`src/rtl/reg_arb_pkg.sv`:
```
// Shared types and helpers for the round-robin shared-register write arbiter.
package reg_arb_pkg;

    typedef enum logic {ARB, LOCKED} arb_state_t;

    // Widest requester vector the onehot helper can produce; callers slice it down.
    localparam int unsigned MaxReq = 32;

    function automatic logic [MaxReq-1:0] onehot(input int unsigned idx);
        logic [MaxReq-1:0] v;
        v = '0;
        v[idx] = 1'b1;
        return v;
    endfunction

endpackage

```
`src/rtl/rr_pick.sv`:
```
// Combinational rotate-priority picker: first set request at or after ptr_i, wrapping.
module rr_pick #(
    parameter int unsigned NUM_REQ = 4
) (
    input  logic [NUM_REQ-1:0]         req_i,
    input  logic [$clog2(NUM_REQ)-1:0] ptr_i,
    output logic [NUM_REQ-1:0]         gnt_o,
    output logic [$clog2(NUM_REQ)-1:0] idx_o,
    output logic                       any_o
);

    localparam int unsigned PW = $clog2(NUM_REQ);

    always_comb begin
        gnt_o = '0;
        idx_o = '0;
        any_o = 1'b0;
        for (int unsigned i = 0; i < NUM_REQ; i++) begin
            int unsigned k;
            k = (32'(ptr_i) + i) % NUM_REQ;
            if (!any_o && req_i[k]) begin
                any_o    = 1'b1;
                idx_o    = PW'(k);
                gnt_o[k] = 1'b1;
            end
        end
    end

endmodule

```
`src/rtl/reg_write_arbiter.sv`:
```
// Round-robin arbiter sharing one register among NUM_REQ writers, with bounded lock bursts.
module reg_write_arbiter
    import reg_arb_pkg::*;
#(
    parameter int unsigned NUM_REQ  = 4,
    parameter int unsigned DATA_W   = 8,
    parameter int unsigned MAX_LOCK = 4
) (
    input  logic                       clk,
    input  logic                       reset,
    input  logic [NUM_REQ-1:0]         req_i,
    input  logic [NUM_REQ-1:0]         lock_i,
    input  logic [NUM_REQ*DATA_W-1:0]  data_i,
    output logic [NUM_REQ-1:0]         gnt_o,
    output logic [DATA_W-1:0]          q_o,
    output logic                       q_valid_o,
    output logic [$clog2(NUM_REQ)-1:0] owner_o,
    output logic                       locked_o
);

    localparam int unsigned PW = $clog2(NUM_REQ);
    localparam int unsigned CW = $clog2(MAX_LOCK) + 1;

    arb_state_t        state_q;
    logic [PW-1:0]     ptr_q;
    logic [PW-1:0]     owner_q;
    logic [CW-1:0]     lock_cnt_q;
    logic [DATA_W-1:0] q_q;
    logic              q_valid_q;

    logic [NUM_REQ-1:0] rr_gnt;
    logic [PW-1:0]      rr_idx;
    logic               rr_any;

    logic [MaxReq-1:0]  owner_oh_full;
    logic [NUM_REQ-1:0] gnt;
    logic [PW-1:0]      gnt_idx;
    logic [PW-1:0]      gnt_idx_inc;
    logic               gnt_any;
    logic [DATA_W-1:0]  wr_data;

    rr_pick #(
        .NUM_REQ(NUM_REQ)
    ) u_pick (
        .req_i(req_i),
        .ptr_i(ptr_q),
        .gnt_o(rr_gnt),
        .idx_o(rr_idx),
        .any_o(rr_any)
    );

    // In LOCKED the grant index is always the owner, so one incrementer serves both states.
    always_comb begin
        owner_oh_full = onehot(32'(owner_q));
        if (state_q == ARB) begin
            gnt     = rr_gnt;
            gnt_idx = rr_idx;
            gnt_any = rr_any;
        end else begin
            gnt_any = req_i[owner_q];
            gnt_idx = owner_q;
            gnt     = gnt_any ? owner_oh_full[NUM_REQ-1:0] : '0;
        end
        gnt_idx_inc = (gnt_idx == PW'(NUM_REQ - 1)) ? '0 : gnt_idx + 1'b1;
        wr_data     = data_i[gnt_idx*DATA_W +: DATA_W];
    end

    assign gnt_o     = reset ? '0 : gnt;
    assign q_o       = q_q;
    assign q_valid_o = q_valid_q;
    assign owner_o   = owner_q;
    assign locked_o  = (state_q == LOCKED);

    always_ff @(posedge clk) begin
        if (reset) begin
            state_q    <= ARB;
            ptr_q      <= '0;
            owner_q    <= '0;
            lock_cnt_q <= '0;
            q_q        <= '0;
            q_valid_q  <= 1'b0;
        end else begin
            q_valid_q <= gnt_any;
            if (gnt_any) begin
                q_q     <= wr_data;
                owner_q <= gnt_idx;
            end
            unique case (state_q)
                ARB: begin
                    if (gnt_any) begin
                        if (lock_i[gnt_idx]) begin
                            state_q    <= LOCKED;
                            lock_cnt_q <= CW'(1);
                        end else begin
                            ptr_q <= gnt_idx_inc;
                        end
                    end
                end
                LOCKED: begin
                    // Bubble, voluntary unlock, or burst limit all hand the pointer past the owner.
                    if (!gnt_any || !lock_i[owner_q] || lock_cnt_q == CW'(MAX_LOCK - 1)) begin
                        state_q    <= ARB;
                        lock_cnt_q <= '0;
                        ptr_q      <= gnt_idx_inc;
                    end else begin
                        lock_cnt_q <= lock_cnt_q + 1'b1;
                    end
                end
                default: state_q <= ARB;
            endcase
        end
    end

endmodule

```
`config.mk`:
```
export PLATFORM = sky130hd
export DESIGN_NAME = reg_write_arbiter
export DESIGN_NICKNAME = d
export VERILOG_FILES = /design/src/rtl/reg_arb_pkg.sv /design/src/rtl/rr_pick.sv /design/src/rtl/reg_write_arbiter.sv
export SDC_FILE = /design/constraint.sdc
export NUM_CORES = 1
export LEC_CHECK = 0
export CORE_UTILIZATION = 25
export CTS_BUF_LIST = sky130_fd_sc_hd__clkbuf_16
export CTS_CLUSTER_DIAMETER = 60
export DETAILED_ROUTE_END_ITERATION = 8
export GPL_TIMING_DRIVEN = 0
export SLEW_MARGIN = 5
export SYNTH_ARGS = -nofsm -noshare
export SYNTH_HDL_FRONTEND = slang
export SYNTH_SLANG_ARGS = --single-unit
```
`constraint.sdc`:
```
create_clock -name clk -period 3.06 [get_ports clk]
set_input_delay 0.918 -clock clk [delete_from_list [all_inputs] [get_ports clk]]
set_output_delay 0.918 -clock clk [all_outputs]
set_load 0.02 [all_outputs]
```
After elaboration in Yosys (flattened, before gate mapping)
Cells that the tools add are included.
- bits in registers: 17
- input port bits: 42
- word-level logic and storage cells: 105
- $add $sub $neg: 5
- $lt $le $gt $ge: 12
- equal/unequal tests: 6
- shifts and indexed selects: 1
- multiplexer cells: 54
- bitwise operators: 4
- reduce and logical (&&, ||, !) cells: 17
- operator list (operator ; number):
    $shiftx 32x6->8 ; 1
    $mux 4 ; 7
    $mux 1 ; 20
    $lt 2x3->1 const B ; 6
    $mux 2 ; 9
    $bmux 1 s2 ; 7
    $or 4x4->4 ; 3
    $demux 1 s2 ; 5
    $ge 2x1->1 const B ; 5
    $mux 3 ; 3
    $logic_and 1x1->1 ; 8
    $lt 2x6->1 const B ; 1
    $pmux 3 s2 ; 1
    $logic_not 1->1 ; 5
    $add 2x1->2 const B ; 2
    $add 2x2->2 const B ; 2
    $ne 2x1->1 const B ; 2
    $ne 2x2->1 const B ; 2
    $pmux 2 s2 ; 1
    $add 3x1->3 const B ; 1
    $eq 3x2->1 const B ; 1
    $reduce_and 3->1 ; 1
    $eq 2x2->1 const B ; 1
    $logic_or 1x1->1 ; 2
    other kinds (3) ; 3

Depth between registers and ports, before layout
Gate-level depths: netlist of the first run.
- depth in word-level cells: 18
- gate-level depth with buffers: 15
- depth with buffers taken out: 12

Hierarchy
From an unflattened synthesis of the first run, not the netlist that was laid out.
- cell total of the unflattened synthesis: 197
- area, all modules: 1639.1 µm²
- modules (own cells, without submodules) (module ; instances ; cells each ; area an instance (µm²) ; sequential area each (µm²)):
    reg_write_arbiter ; 1 ; 152 ; 1219.9 ; 340.3
    rr_pick ; 1 ; 45 ; 419.2 ; 0.0

Worst setup path before layout of the first run
OpenSTA, ideal clock, no wires.
- path kind: register to output
- from: register ptr_q[0]
- to: output gnt_o[2]
- arrival time: 2.568 ns
- slack: -0.426 ns
- stages on the path, launching flop included: 10
- path through: dfxtp_1 > buf_6 > inv_1 > ha_1 > or3b_1 > a211o_1 > o21ai_1 > a221oi_1 > o32a_1 > nor2_1
- cells in the longest elaborated chain, start to end: 14
- elaborated cells between the ends (all ways): 49
- classes of those cells: add/sub (3); order compare (8); mux (25); bitwise (3); reduce/logical (10)
- ends and longest elaborated chain (item ; RTL line ; RTL):
    from (decl) ; reg_write_arbiter.sv:25 ; logic [PW-1:0] ptr_q;
    from (signal assigned) ; reg_write_arbiter.sv:95 ; ptr_q <= gnt_idx_inc;
    from (signal assigned) ; reg_write_arbiter.sv:104 ; ptr_q <= gnt_idx_inc;
    branches (longest 11 deep; another with $lt 2x3->1) ; n/a ;
    $mux 4 (*) ; rr_pick.sv:21 ; if (!any_o && req_i[k]) begin
    $mux 4 (*) ; reg_write_arbiter.sv:55 ; if (state_q == ARB) begin
    $mux 4 (*) ; reg_write_arbiter.sv:68 ; assign gnt_o = reset ? '0 : gnt;
    to (decl) ; reg_write_arbiter.sv:14 ; output logic [NUM_REQ-1:0] gnt_o,
Every way passes the cells marked *. The select of a mux whose other input is x is not followed.

Worst setup path in the final report of the first run
- from: input req_i[0]
- to: output gnt_o[2]
- cells in the longest elaborated chain, start to end: 14
- elaborated cells between the ends (all ways): 29
- classes of those cells: mux (20); bitwise (3); reduce/logical (6)
- ends and longest elaborated chain (item ; RTL line ; RTL):
    from (decl) ; reg_write_arbiter.sv:11 ; input logic [NUM_REQ-1:0] req_i,
    $bmux 1 s2 ; rr_pick.sv:21 ;
    $mux 1 (not written as such) ; rr_pick.sv:21 ;
    $mux 1 ; rr_pick.sv:21 ;
    $logic_not 1->1 ; rr_pick.sv:21 ;
    $logic_and 1x1->1 ; rr_pick.sv:21 ;
    $mux 1 ; rr_pick.sv:21 ;
    $logic_not 1->1 ; rr_pick.sv:21 ;
    $logic_and 1x1->1 ; rr_pick.sv:21 ;
    $mux 1 ; rr_pick.sv:21 ;
    $logic_not 1->1 ; rr_pick.sv:21 ;
    $logic_and 1x1->1 ; rr_pick.sv:21 ;
    $mux 4 ; rr_pick.sv:21 ;
    $mux 4 (*) ; reg_write_arbiter.sv:55 ;
    $mux 4 (*) ; reg_write_arbiter.sv:68 ;
Mark *: on every way between the ends. The rest lies on a longest branch, timed or not. The select of a mux whose other input is x is not followed.

==> results of run 1 <==
metrics by stage:
step / total power, mW / setup WS [ns] / utilization / cells
after global placement: 1.936 / -1.389 / 0.3741 / 322
after CTS: 2.476 / -0.4022 / 0.4327 / 348
after floorplan: 1.511 / -0.2104 / - / 188
final: 2.671 / -0.4197 / 0.4590 / 358
after detailed placement: 1.952 / -1.403 / 0.3741 / 322
after global routing: 2.848 / -0.4948 / 0.4590 / 358
critical path, delay by kind of cell:
family,cells,cell delay (ns)
and+or+nand+nor,3,0.25
AOI/OAI and AO/OA,3,0.58
buffers and inverters,3,0.36
muxes,1,0.44
layout make-up:
class	instances	area, um^2
fillers	603	3475
multi-input cells	149	1393
repair buffers	90	868.3
flip-flops and latches	17	347.8
plain buffers	12	121.4
well taps	77	96.34
clock buffers	3	75.07
inverters	9	42.54
clock inverters	1	3.754
power groups by stage:
stage / sequential, mW / combinational, mW / clock, mW
after floorplan: 0.433 / 1.08 / 0
after global placement: 0.377 / 1.56 / 0
after detailed placement: 0.378 / 1.57 / 0
after CTS: 0.376 / 1.84 / 0.265
after global routing: 0.381 / 2.19 / 0.277
final: 0.371 / 2.04 / 0.262
logic make-up after synthesis:
group / count (synthesis) / share of synthesized area
mux: 27 / 0.2170
buf+inv: 23 / 0.07333
fa+ha+maj: 11 / 0.08148
compound gates: 54 / 0.2519
flops: 17 / 0.2015
simple gates: 56 / 0.1748
worst max path at each step:
stage	start	to	slack, ns	cells past startpoint
finish	req_i[0]	gnt_o[2]	-0.42	10
global route	req_i[0]	gnt_o[0]	-0.49	9
CTS	req_i[2]	gnt_o[2]	-0.40	9
detailed placement	req_i[2]	gnt_o[2]	-1.40	9
global placement	req_i[3]	gnt_o[2]	-1.39	10
floorplan	req_i[2]	gnt_o[2]	-0.21	8
placed cells by master (no fill, tap or decap), drive strengths merged, types with 3 or more instances in the layout:
| cell | count |
|---|---|
| nor2 | 14 |
| clkdlybuf4s50 | 49 |
| inv | 8 |
| nand3 | 3 |
| and2 | 4 |
| ha | 11 |
| mux2 | 11 |
| dfxtp | 17 |
| a211oi | 4 |
| o211ai | 11 |
| a21oi | 11 |
| a22oi | 8 |
| o21ai | 6 |
| buf | 49 |
| clkbuf | 7 |
| mux2i | 11 |
| mux4 | 6 |
| nand2 | 21 |
state kept, by name (all words and copies together), names as in the netlist:
name / flops
q_o: 8
lock_cnt_q: 3
owner_o: 2
ptr_q: 2
locked_o: 1
q_valid_o: 1
metal layers:
layer / track usage / wire, um / vias up
met3: 0.03048 / 353 / 4
met5: 0 / 0 / -
met4: 0.03448 / 36 / 0
li1: - / - / 899
met1: 0.2114 / 2508 / 860
met2: 0.2608 / 2613 / 58
what timing repair did:
item / CTS / global route
pin swaps: 19 / 19
cloned: 1 / 0
setup buffers: 22 / 13
gates resized for setup: 76 / 25
setup endpoints to repair: 20 / 18
==> reports/results.ini, run 1 <==
[outcome]
status = finished, violations left
violations = design-rule violations, negative setup slack

[routing]
ant_nets = 0
drt-wirelength-per-cell_um = 15.40
vias_per_cell = 5.087
vias = 1821
drc = 2
first_pass_iters = 6
drtIter0Drc = 142
wl_um = 5512

[global_routing]
grt_pass1_vias = 1788
antenna_found_initial = 0
grt_pass1_wl_um = 8963
overflow = 0
grt_max_degree = 11
track_usage = 0.1571

[critical_path]
end_kind = primary output
cp.required_ns = 2.14
crit_slowest_cell = mux4_2
crit_path_max_fanout = 5
cp_slowest_stage_delay_ns = 0.44
reg2reg_to = ptr_q[1]
start_kind = input pin
r2r_setup_slack_ns = 0.11
r2r-start = ptr_q[0]
worst-setup-path-type = in -> out
crit_chain = buf_8, buf_4, mux4_2, nor2b_4, a22oi_2, nor2_2, a221oi_2, o32a_1, nor2_4, buf_6
crit_arrival_ns = 2.56
reg2regPathDepth = 12

[place]
placement.io_buffers = 57
gp_congestion = 0.7761
dpl_cell_area_mm2 = 0.002402
dp_hpwl_um = 3680

[flow_run]
maxCapViolations = 0

[power]
p_sw_mw = 1.125
p_per_area_mw_per_mm2 = 906.2
irDropWorstVdd_v = 0.0003545
p_clk_frac = 0.098
p_sw_frac = 0.4213
p_comb_frac = 0.763
p_int_mw = 1.546
p_leak_nw = 1.154
power_frac_seq = 0.139

[clock_tree]
tritoncts = yes
postCtsHoldBufs = 0
clockBufferDepth = 2
insertion_delay_ns = 0.25
htree_levels = 1
cts_root_buf = clkbuf_16
cts_buffers = 3
clk_pin_slew_ns = 0.05
clock-sinks = 17

[timing]
setup_tns_ns = -1.512
whs_ns = 0.4544
fin_skew_ns = 0.003129
slew_headroom = 0.4360
layout_setup_ws_ns = -0.4197
drv_slew = 0
fin_crit_ns = 3.480
finalCritPeriodShare = 1.137
setup_violations = 5
hold_viol_final = 0
rsz0062_at_grt = true
timing.fmax_mhz = 287.4
worst_pin_slew_ns = 0.8404

[floorplan]
ios = 58
die_w_um = 84.20
coreArea_mm2 = 0.006422
start_util = 0.2630
placementRows = 29
die_y_um = 84.20
fp.dieArea_mm2 = 0.007089

[final_layout]
syn2layout_area_growth_pct = 74.52
fin_area_mm2 = 0.002948
drive_gt1_frac = 0.3808
diodes = 0
fin_nets = 335

[logic_synthesis]
syn_nets = 241
syn_area_per_cell_um2 = 8.985
ys_seq_area_frac = 0.2015
yosys_warnings = 0
synthTopCellsByCount = nand2_1 (20), dfxtp_1 (17), nor2_1 (13), a21oi_1 (11), ha_1 (11)
syn_area_mm2 = 0.001689
synth.most_common_cell = nand2_1
synth_area_leaders = dfxtp_1 (20%), ha_1 (8.1%), mux4_2 (6.7%)
ys_types = 50
synth_top_cell_area_share = 0.2015
async_flop_share = 0
synth_ff_type = dfxtp_1
synth_edf_count = 0
synth_seq_cells = 17
synthCells = 188
synth_top_area_cell = dfxtp_1

[min_path]
hold_depth = 2
hp-class = reg -> reg
hold-path-endpoint = q_o[4]
min_from = q_o[4]

Power figures use the tool's default switching activity.
==> inputs of run 2 (changes only) <==
Settings changed: MAX_ROUTING_LAYER set to met4.
==> reports/results.ini, run 2 (same netlist as run 1, synthesis figures left out) <==
[outcome]
status = finished, violations left
violations = design-rule violations, negative setup slack

[floorplan]
die_y_um = 84.20
placementRows = 29
fp.dieArea_mm2 = 0.007089
coreArea_mm2 = 0.006422
start_util = 0.2630
ios = 58
die_w_um = 84.20

[global_routing]
overflow = 0
grt_pass1_vias = 1788
grt_pass1_wl_um = 8970
antenna_found_initial = 0
grt_max_degree = 11
track_usage = 0.1619

[final_layout]
diodes = 0
drive_gt1_frac = 0.3808
largest_reg_flops = 8
fin_nets = 335
layout_common_cells = clkdlybuf4s50_1 (49), buf_4 (25), nand2_1 (20), buf_6 (15), dfxtp_1 (15)
fin_area_mm2 = 0.002948
final_common_cell = clkdlybuf4s50_1
syn2layout_area_growth_pct = 74.52

[clock_tree]
clock-sinks = 17
clockBufferDepth = 2
insertion_delay_ns = 0.25
tritoncts = yes
clk_pin_slew_ns = 0.05
cts_root_buf = clkbuf_16
cts_buffers = 3
htree_levels = 1

[routing]
drc = 2
first_pass_iters = 6
ant_nets = 0
vias = 1807
wl_um = 5507
drtIter0Drc = 140
vias_per_cell = 5.047
drt-wirelength-per-cell_um = 15.38

[critical_path]
worst-setup-path-type = in -> out
start_kind = input pin
reg2reg_to = ptr_q[1]
startpoint = req_i[0]
crit_path_max_fanout = 5
crit_arrival_ns = 2.56
r2r_setup_slack_ns = 0.11
end_kind = primary output
cp.required_ns = 2.14
r2r-start = ptr_q[0]
crit_path_end = gnt_o[2]
reg2regPathDepth = 12

[timing]
finalCritPeriodShare = 1.137
fin_crit_ns = 3.480
rsz0062_at_grt = true
timing.fmax_mhz = 287.3
slew_headroom = 0.4360
setup_violations = 5
hold_viol_final = 0
layout_setup_ws_ns = -0.4203
worst_pin_slew_ns = 0.8404
fin_skew_ns = 0.003200
drv_slew = 0

[place]
gp_congestion = 0.7867
dpl_cell_area_mm2 = 0.002402
placement.io_buffers = 57
dp_hpwl_um = 3680
post-place-ws_ns = -1.403

[power]
irDropWorstVdd_v = 0.0003539
p_leak_nw = 1.154
p_per_area_mw_per_mm2 = 906.5

[min_path]
hp-class = reg -> reg

[flow_run]
maxCapViolations = 0

run 2: cell counts in the layout (fill, tap and decap cells not counted):
No cell type changed its count.
run 2: per-stage QoR:
step                cells    util  power, mW  hold slack [ns]  setup TNS [ns]
floorplan             188       -      1.511           0.4524         -0.6617
global placement      322  0.3741      1.936           0.4401          -13.06
detailed placement    322  0.3741      1.952           0.4455          -13.58
CTS                   348  0.4327      2.476           0.4531          -1.516
global route          358  0.4590      2.848           0.4728          -2.449
finish                358  0.4590      2.672           0.4544          -1.521
run 2: layout make-up:
| type | count | area [um^2] |
|---|---|---|
| clock buffers | 3 | 75.07 |
| clock inverters | 1 | 3.754 |
| well taps | 77 | 96.34 |
| multi-input cells | 149 | 1393 |
| repair buffers | 90 | 868.3 |
| flip-flops and latches | 17 | 347.8 |
| plain buffers | 12 | 121.4 |
| fillers | 603 | 3475 |
| inverters | 9 | 42.54 |
run 2: worst min-delay path by stage:
stage	start	end	cells after the start
floorplan	lock_cnt_q[2]	lock_cnt_q[2]	2
CTS	q_o[0]	q_o[0]	2
global placement	q_o[6]	q_o[6]	2
global route	q_o[0]	q_o[0]	2
finish	q_o[4]	q_o[4]	2
detailed placement	q_o[0]	q_o[0]	2
run 2: routing by layer:
layer,vias to the layer above,share of wire,GRT usage
met2,51,0.47,0.2608
li1,900,-,-
met3,4,0.050,0.02655
met1,852,0.47,0.2138
met4,0,0.0065,0.03448
met5,-,0,-
run 2: timing repair:
item                                    CTS  global route
pin swaps                                19            19
endpoints found under the setup margin   20            18
gates resized for setup                  76            25
setup buffers                            22            13
hold buffers                              0             0
cloned                                    1             0
run 2: power by group:
group	internal (mW)	switching [mW]
Sequential	0.306	0.0652
Clock	0.174	0.0879
Combinational	1.07	0.973
run 2: critical path, stage by stage:
cell and delay (ns):
buf_8 0.10, buf_4 0.13, mux4_2 0.44, nor2b_4 0.16, a22oi_2 0.13, nor2_2 0.05
a221oi_2 0.20, o32a_1 0.25, nor2_4 0.04, buf_6 0.13
==> inputs of run 3 (changes only) <==
Settings changed: SKIP_LAST_GASP set to 1.
==> reports/results.ini, run 3 (same netlist as run 1, synthesis figures left out) <==
[clock_tree]
htree_levels = 1
cts_buffers = 3
clk_pin_slew_ns = 0.05
clock-sinks = 17
clockBufferDepth = 2
tritoncts = yes
cts_root_buf = clkbuf_16
insertion_delay_ns = 0.25

[critical_path]
crit_slowest_cell = mux4_2
crit_arrival_ns = 2.58
start_kind = input pin
worst_path_dominant_cell_family = compound AO/OA/AOI/OAI gates
startpoint = req_i[0]
r2r_setup_slack_ns = 0.09
r2r-start = ptr_q[0]
crit_path_max_fanout = 5
crit_chain = buf_8, buf_4, mux4_2, nor2b_4, a22oi_2, nor2_2, a221oi_2, o32a_1, nor2_4, buf_6
cp.required_ns = 2.14
end_kind = primary output
reg2reg_to = ptr_q[1]
cp_slowest_stage_delay_ns = 0.45
reg2regPathDepth = 12
critPathBufInv = 3
worst-setup-path-type = in -> out

[floorplan]
coreArea_mm2 = 0.006422
start_util = 0.2630
die_y_um = 84.20
die_w_um = 84.20
placementRows = 29
ios = 58
fp.dieArea_mm2 = 0.007089

[timing]
timing.fmax_mhz = 285.8
hold_viol_final = 0
setup_violations = 10
slew_headroom = 0.4873
drv_slew = 0
fin_skew_ns = 0.002870
layout_setup_ws_ns = -0.4393
fin_crit_ns = 3.499
worst_pin_slew_ns = 0.7639
rsz0062_at_grt = true
finalCritPeriodShare = 1.144

[final_layout]
largest_reg_flops = 8
layout_common_cells = clkdlybuf4s50_1 (49), buf_4 (25), nand2_1 (20), dfxtp_1 (15), buf_6 (14)
drive_gt1_frac = 0.3750
fin_nets = 334
diodes = 0
final_core_util = 0.4553
syn2layout_area_growth_pct = 73.11
final_common_cell = clkdlybuf4s50_1
stdcell_count = 357

[min_path]
hp-class = reg -> reg
min_from = q_o[4]
hold-path-endpoint = q_o[4]
hold_depth = 2

[routing]
vias = 1820
drt-wirelength-per-cell_um = 15.48
first_pass_iters = 6
ant_nets = 0
drc = 2
wl_um = 5528
drtIter0Drc = 146
vias_per_cell = 5.098

[outcome]
status = finished, violations left
violations = design-rule violations, negative setup slack

[place]
placement.io_buffers = 57
dp_hpwl_um = 3680
gp_congestion = 0.7867
dp.cells = 322

[global_routing]
grt_pass1_wl_um = 8970
antenna_found_initial = 0
grt_pass1_vias = 1788
overflow = 0
track_usage = 0.1619
grt_max_degree = 11

[power]
p_leak_nw = 1.145
irDropWorstVdd_v = 0.0003549
p_per_area_mw_per_mm2 = 909.5

[flow_run]
maxCapViolations = 0

run 3: through the flow:
stage                     instance area, um^2  worst slack [ns]  TNS [ns]  power [mW]  hold WS (ns)
after detailed placement                 2402            -1.403    -13.58       1.952        0.4455
after global routing                     2924           -0.4880    -2.774       2.831        0.4728
final                                    2924           -0.4393    -1.621       2.660        0.4536
after CTS                                2779           -0.4022    -1.538       2.474        0.4531
after floorplan                          1735           -0.2104   -0.6617       1.511        0.4524
after global placement                   2402            -1.389    -13.06       1.936        0.4401
run 3: power breakdown:
group | leakage (nW) | total, mW | switching (mW) | internal [mW]
clock network | 0.0423 | 0.263 | 0.0895 | 0.174
registers | 0.142 | 0.372 | 0.0663 | 0.306
logic | 0.961 | 2.02 | 0.970 | 1.05
total | 1.14 | 2.66 | 1.13 | 1.53
run 3: worst max-delay path by stage:
stage | to | cells past startpoint
3_3_place_gp | gnt_o[2] | 10
2_1_floorplan | gnt_o[2] | 8
6_report | gnt_o[2] | 10
3_5_place_dp | gnt_o[2] | 9
4_1_cts | gnt_o[2] | 9
5_1_grt | gnt_o[0] | 9
run 3: final cells by class:
type                    instances  area, um^2
fillers                       607        3498
multi-input cells             149        1388
repair buffers                 89       849.6
flip-flops and latches         17       347.8
plain buffers                  12       121.4
well taps                      77       96.34
clock buffers                   3       75.07
inverters                       9       42.54
clock inverters                 1       3.754
run 3: repair_timing:
action | 4_1_cts | 5_1_grt
setup buffers | 22 | 12
resized for setup | 74 | 22
setup endpoints to repair | 20 | 18
pin swaps | 19 | 17
cloned | 1 | 0
hold buffers | 0 | 0
run 3: metal layers:
metal	GRT usage	vias to the layer above	wire, um
li1	-	896	-
met1	0.2138	879	2577
met2	0.2608	41	2693
met3	0.02655	4	225
met4	0.03448	0	32
met5	-	-	0
run 3: worst register-to-register path, stage by stage, from the launching register on:
cell and delay, ns:
dfxtp_4 0.37, clkinvlp_4 0.12, ha_4 0.28, buf_4 0.15
mux4_2 0.38, nor2b_4 0.20, buf_6 0.12, mux2i_2 0.21
nand2_2 0.14, mux2_4 0.36, o221ai_4 0.22, a211oi_2 0.10
a41o_1 0.20
